File: src/rtl/pc_fetch_sequencer.sv
// Program counter and single-outstanding instruction fetch sequencer with stall hold and fetch timeout.
// Optional MIPS branch delay slot behaviour is enabled by defining DELAY_SLOT_EN.
module pc_fetch_sequencer #(
  parameter logic [31:0] RESET_VECTOR = 32'h0040_0000,
  parameter int          IMEM_TIMEOUT = 16
) (
  input  logic        clk_i,
  input  logic        reset_i,
  output logic        imem_req_o,
  output logic [31:0] imem_addr_o,
  input  logic        imem_ack_i,
  input  logic [31:0] imem_rdata_i,
  output logic [31:0] instr_o,
  output logic        instr_valid_o,
  output logic [31:0] pc4_out_o,
  input  logic        stall_i,
  input  logic        branch_i,
  input  logic [15:0] branch_off_i,
  input  logic        jump_i,
  input  logic [25:0] jump_target_i,
  input  logic        jr_i,
  input  logic [31:0] jr_addr_i,
  output logic        fetch_err_o
);

  typedef enum logic [1:0] {
    S_BOOT    = 2'd0,
    S_FETCH   = 2'd1,
    S_DELIVER = 2'd2,
    S_ERR     = 2'd3
  } state_t;

  localparam logic [7:0] TMO_LAST = 8'(IMEM_TIMEOUT - 1);

  state_t      state_q, state_d;
  logic [31:0] pc_q, pc_d;
  logic [31:0] instr_q, instr_d;
  logic [31:0] pc4_q, pc4_d;
  logic        valid_q, valid_d;
  logic        err_q, err_d;
  logic [7:0]  cnt_q, cnt_d;
  logic        redir;
  logic [31:0] redir_pc;

`ifdef DELAY_SLOT_EN
  logic        pend_q, pend_d;
  logic [31:0] pend_tgt_q, pend_tgt_d;
`endif

  // Redirect target with jr > jump > branch priority, formed from the delivered pc+4.
  always_comb begin
    redir    = jr_i | jump_i | branch_i;
    redir_pc = pc4_q + {{14{branch_off_i[15]}}, branch_off_i, 2'b00};
    if (jump_i) redir_pc = {pc4_q[31:28], jump_target_i, 2'b00};
    if (jr_i)   redir_pc = jr_addr_i;
  end

  always_comb begin
    state_d = state_q;
    pc_d    = pc_q;
    instr_d = instr_q;
    pc4_d   = pc4_q;
    valid_d = valid_q;
    err_d   = err_q;
    cnt_d   = cnt_q;
`ifdef DELAY_SLOT_EN
    pend_d     = pend_q;
    pend_tgt_d = pend_tgt_q;
`endif
    case (state_q)
      S_BOOT: state_d = S_FETCH;
      S_FETCH: begin
        if (imem_ack_i) begin
          instr_d = imem_rdata_i;
          pc4_d   = pc_q + 32'd4;
          valid_d = 1'b1;
          cnt_d   = 8'd0;
          state_d = S_DELIVER;
        end else if (cnt_q == TMO_LAST) begin
          err_d   = 1'b1;
          state_d = S_ERR;
        end else begin
          cnt_d = cnt_q + 8'd1;
        end
      end
      S_DELIVER: begin
        if (!stall_i) begin
          valid_d = 1'b0;
          state_d = S_FETCH;
`ifdef DELAY_SLOT_EN
          // The delay-slot instruction always follows sequentially; the redirect lands after it.
          if (pend_q) begin
            pc_d   = pend_tgt_q;
            pend_d = 1'b0;
          end else begin
            pc_d = pc4_q;
            if (redir) begin
              pend_d     = 1'b1;
              pend_tgt_d = redir_pc;
            end
          end
`else
          pc_d = redir ? redir_pc : pc4_q;
`endif
        end
      end
      S_ERR:   state_d = S_ERR;
      default: state_d = S_BOOT;
    endcase
  end

  always_ff @(posedge clk_i) begin
    if (reset_i) begin
      state_q <= S_BOOT;
      pc_q    <= RESET_VECTOR;
      instr_q <= 32'd0;
      pc4_q   <= 32'd0;
      valid_q <= 1'b0;
      err_q   <= 1'b0;
      cnt_q   <= 8'd0;
`ifdef DELAY_SLOT_EN
      pend_q     <= 1'b0;
      pend_tgt_q <= 32'd0;
`endif
    end else begin
      state_q <= state_d;
      pc_q    <= pc_d;
      instr_q <= instr_d;
      pc4_q   <= pc4_d;
      valid_q <= valid_d;
      err_q   <= err_d;
      cnt_q   <= cnt_d;
`ifdef DELAY_SLOT_EN
      pend_q     <= pend_d;
      pend_tgt_q <= pend_tgt_d;
`endif
    end
  end

  assign imem_req_o    = (state_q == S_FETCH);
  assign imem_addr_o   = pc_q;
  assign instr_o       = instr_q;
  assign instr_valid_o = valid_q;
  assign pc4_out_o     = pc4_q;
  assign fetch_err_o   = err_q;

endmodule
File: config.mk
export PLATFORM = sky130hd
export DESIGN_NAME = pc_fetch_sequencer
export DESIGN_NICKNAME = d
export VERILOG_FILES = /design/src/rtl/pc_fetch_sequencer.sv
export SDC_FILE = /design/constraint.sdc
export NUM_CORES = 1
export LEC_CHECK = 0
export BUFFER_PORTS_ARGS = -buffer_cell sky130_fd_sc_hd__buf_2
export CAP_MARGIN = 10
export CORE_MARGIN = 2
export CORE_UTILIZATION = 40
export DETAILED_ROUTE_END_ITERATION = 12
export GPL_ROUTABILITY_DRIVEN = 0
export PLACE_DENSITY = 0.68
export SLEW_MARGIN = 25
export SYNTH_ARGS = -nofsm -noshare
export SYNTH_HDL_FRONTEND = slang
export SYNTH_SLANG_ARGS = --single-unit
export TNS_END_PERCENT = 30
File: constraint.sdc
create_clock -name clk_i -period 3 [get_ports clk_i]
set_clock_uncertainty 0.15 [all_clocks]
set_input_delay 0.3 -clock clk_i [delete_from_list [all_inputs] [get_ports clk_i]]
set_output_delay 0.3 -clock clk_i [all_outputs]
set_load 0.1 [all_outputs]
; After elaboration in Yosys (flattened, before gate mapping)
; Cells that the tools add are included.
; Widths: inputs -> output; s select.
[classes]
n_addsub = 3
n_eq_ne = 8
mux = 12
bitwise_logic = 4
n_reduce_logical = 8
[op_table]
columns = operator, n
row1 = $mux 32, 3
row2 = $add 32x3->32 const B, 1
row3 = $add 32x32->32, 1
row4 = $mux 8, 2
row5 = $add 8x1->8 const B, 1
row6 = $eq 8x4->1 const B, 1
row7 = $pmux 2 s4, 1
row8 = $reduce_and 2->1, 4
row9 = $mux 2, 3
row10 = $reduce_and 3->1, 2
row11 = $eq 2x2->1 const B, 2
row12 = $ne 2x2->1 const B, 2
row13 = $ne 3x1->1 const B, 1
row14 = $eq 2x1->1 const B, 1
row15 = $logic_not 2->1, 1
row16 = $mux 1, 2
row17 = $ne 2x1->1 const B, 1
row18 = $not 1->1, 2
row19 = $or 1x1->1, 2
row20 = $pmux 1 s2, 1
row21 = $reduce_bool 2->1, 1
[word_totals]
register_bits = 108
in_bits = 113
out_inout_bits = 99

; Logic depth before layout (Yosys ltp)
[depth]
depth_word = 4
ltp_mapped = 11
ltp_nobuf = 11

; Least setup slack after synthesis
; No wires, ideal clock.
[synth_timing]
path_type = register to register
start = register pc4_q[2] (netlist: pc4_out_o[2])
end = register pc_q[28] (netlist: imem_addr_o[28])
arrival_ns = 3.455
required_time_ns = 2.755
slack_ns = -0.700
stages_incl_launch_ff = 12
path_buffers = 0
path_cell_list = dfxtp_1 -> ha_1 -> fa_1 -> a211oi_2 -> o21ai_0 -> a2111oi_2 -> o22ai_1 -> a221oi_1 -> o21a_1 -> o31ai_1 -> xnor2_1 -> a221oi_1
[synth_between]
elab_chain_len = 4
[synth_rtl]
columns = item, line_no
row1 = start: declaration, 38  ; logic [31:0] pc4_q, pc4_d;
row2 = start signal: assignment, 129  ; pc4_q <= pc4_d;
row3 = $add 32x32->32, 53  ; redir_pc = pc4_q + {{14{branch_off_i[15]}}, branch_off_i, 2'b00};
row4 = $mux 32, 54  ; if (jump_i) redir_pc = {pc4_q[31:28], jump_target_i, 2'b00};
row5 = $mux 32, 55  ; if (jr_i) redir_pc = jr_addr_i;
row6 = $mux 32, 103  ; pc_d = redir ? redir_pc : pc4_q;
row7 = end signal: assignment, 127  ; pc_q <= pc_d;
row8 = end: declaration, 36  ; logic [31:0] pc_q, pc_d;
; Every way passes these cells.
; A chain may end at the register's enable or synchronous reset.

; Final worst setup path
; Same ends and word-level chain as after synthesis.

==> results.json <==
{
  "syn_area_um2": 6700,
  "p_leak_nw": 3.81,
  "io_pins": 212,
  "fin_setup_tns_ns": -0.0728,
  "synth_nets": 1038,
  "crit_arrival_ns": 3.17,
  "hpwl_mm": 16.8,
  "setup_ws_ns": -0.0423,
  "netlist_top_cells_area": "dfxtp_1 (32%), a21oi_1 (8.1%), nand2_1 (6.9%), ha_1 (5.8%), nor2_1 (5.0%)",
  "worst_pin_slew_ns": 0.872,
  "syn_area_per_cell_um2": 7.50,
  "dr_total_vias": 7418,
  "grt_max_degree": 83,
  "syn2layout_area_growth_pct": 29.8,
  "violations": "setup timing",
  "cts.path.max_buffers": 2,
  "grt.overflow.total": 0,
  "max_freq_ghz": 0.329,
  "min_from": "imem_rdata_i[26]",
  "dieWidth_um": 133,
  "final_cell_area_um2": 8700,
  "port_buffers": 211,
  "irDropWorstVdd_v": 0.000339,
  "required_ns": 3.13,
  "placed_cell_area_um2": 8240,
  "wl_per_cell_um": 17.2,
  "startpoint_type": "register",
  "power_frac_seq_pct": 36.5,
  "insertion_delay_ns": 0.37,
  "synthTopCellsByCount": "nand2_1 (124), a21oi_1 (108), dfxtp_1 (108)",
  "switchingPower_w": 0.00176,
  "clk_pin_slew_worst_paths_ns": 0.09,
  "grt_pass1_wl_mm": 36.5,
  "drv_cap": 0,
  "h-tree-depth": 3,
  "dieArea_um2": 17800,
  "end_kind": "register",
  "synthFlopType": "dfxtp_1",
  "path_cells": "ha_4, fa_2, a211oi_4, o21ai_2, a2111oi_4, o22ai_1, a221oi_2, o21a_1, o31ai_1, xnor2_1, a221oi_1",
  "antenna_found_initial": 2,
  "power_frac_comb_pct": 33.3,
  "synth.most_common_cell": "nand2_1",
  "synth_top_area_share_pct": 32.3,
  "criticalPathCategory": "register to register",
  "cts_root_buf": "clkbuf_16",
  "hold_class": "input pin to register",
  "via_per_inst": 5.56,
  "rows": 47,
  "rsz0062_at_grt": "yes",
  "layout-drive-gt1-share_pct": 29.0,
  "chipHeight_um": 133,
  "synth_async_sr_flop_share_pct": 0,
  "postSynthCellCount": 893,
  "max_stage_delay_ns": 0.37,
  "p_clk_share_pct": 30.2,
  "worstSetupStartpoint": "pc4_out_o[2]$_SDFFE_PP0P_",
  "synth-seq-cells": 108,
  "p_int_w": 0.00257,
  "crit_fanout": 3,
  "drv_slew": 0,
  "final_core_util_pct": 52.8,
  "drt-total-wl_mm": 23.0,
  "crit_slowest_cell": "fa_2",
  "cts_tree": "yes",
  "grt_use_total_pct": 25.5,
  "finalPower_w": 0.00433,
  "dr.pass1.iters": 4,
  "powerDensity_nw_per_um2": 498,
  "post-route-min-period_ns": 3.04,
  "synth_edf_count": 0,
  "ys.warnings.count": 0,
  "core_area_um2": 16500,
  "switching_share_pct": 40.7,
  "synth_cell_type_count": 53,
  "synth_area_leader_cell": "dfxtp_1",
  "ys_seq_area_share_pct": 32.3,
  "r2r-start": "pc4_out_o[2]$_SDFFE_PP0P_",
  "cts_made_buffers": 9,
  "drtIter0Drc": 558,
  "dp_slack_ns": -0.234,
  "final_nets": 1254,
  "hold_viol": 0,
  "start_util_pct": 40.7,
  "cts.sink_count": 108,
  "drcViolationCount": 0,
  "finalCritPeriodShare_pct": 101,
  "setup_violations": 4,
  "grt_pass1_vias": 6918,
  "ant_nets": 0,
  "outcome": "complete, but fails checks",
  "relSlewSlack_pct": 41.8
}
[flip-flops by register name (all words and copies together), names as in the netlist]
name,cells
fetch_err_o,1
state_q,2
cnt_q,8
imem_addr_o,32
instr_valid_o,1
pc4_out_o,32
instr_o,32
[through the flow]
| stage | hold WS, ns | std cells |
|---|---|---|
| finish | 0.0104 | 1335 |
| global route | 0.00716 | 1334 |
| CTS | 0.000979 | 1329 |
| detailed placement | 0.293 | 1313 |
| global placement | 0.288 | 1313 |
| floorplan | 0.277 | 893 |
[worst max-delay path, delay by kind of cell (launching register included)]
family,cells,cell delay [ns]
compound gates,8,1.77
xor+xnor,1,0.14
fa+ha+maj,2,0.53
flops,1,0.36
[worst paths after layout]
| kind | end | slack [ns] | cells after the start |
|---|---|---|---|
| setup / recovery | imem_addr_o[28]$_SDFFE_PP0P_ | -0.04 | 11 |
| hold / removal | instr_o[26]$_SDFFE_PP0P_ | 0.01 | 3 |
| setup reg to reg | imem_addr_o[28]$_SDFFE_PP0P_ | -0.04 | 11 |
| hold reg to reg | instr_o[20]$_SDFFE_PP0P_ | 0.30 | 2 |
[layout make-up]
cell class                      count  area, um^2
Fill cell                        1645        7770
Multi-Input combinational cell    708        4360
Sequential cell                   108        2220
Timing Repair Buffer              261        1430
Tap cell                          220         275
Clock buffer                       10         250
Inverter                           21        78.8
Clock inverter                      6        77.6
Antenna cell                        1        2.50
[timing repair]
item                       in CTS  in global routing
resized for setup               5                 11
setup endpoints to repair       6                 11
buffers inserted                0                  5
hold buffers                    0                  0
pin swaps                       7                  8
[power groups by stage]
stage	sequential, W	combinational, W	clock (W)
after floorplan	0.00209	0.000547	0
after global placement	0.00161	0.00139	0
after detailed placement	0.00161	0.00140	0
after CTS	0.00158	0.00142	0.00133
after global routing	0.00159	0.00154	0.00137
final	0.00158	0.00144	0.00131
[layout by cell type, fill, tap and decap left out, types with 13 or more instances in the layout]
cell	Yosys	final
o211ai_1	16	16
nor2_1	90	90
nor3_1	15	14
dfxtp_1	108	87
buf_4	0	51
nand3_1	27	27
a211oi_1	42	42
o21ai_0	55	51
a21oi_1	108	107
and3_1	13	13
nand2_1	124	124
xor2_1	25	25
xnor2_1	21	21
ha_1	31	30
buf_2	1	210
inv_1	21	21
[kinds of logic (layout without fill, tap and decap cells)]
logic type	count (synthesis)	in the layout	share of synthesized area [%]
adders and majority gates	32	32	6.09
xor gates and xnor gates	46	46	6.01
and+or+nand+nor	328	328	22.3
AOI/OAI and AO/OA	297	297	28.2
buffers and inverters	77	298	4.33
DFF	108	108	32.3
muxes	5	5	0.766
other	0	1	0
[routing by layer]
metal / vias to the layer above / share of wire, % / GRT usage [%]
met5: - / 0.083 / 0
met4: 2 / 2.0 / 7.68
met3: 37 / 6.5 / 5.29
met2: 238 / 47 / 41.1
met1: 3487 / 45 / 34.6
li1: 3654 / - / -
Note: power is estimated with default switching activity, not from simulation.
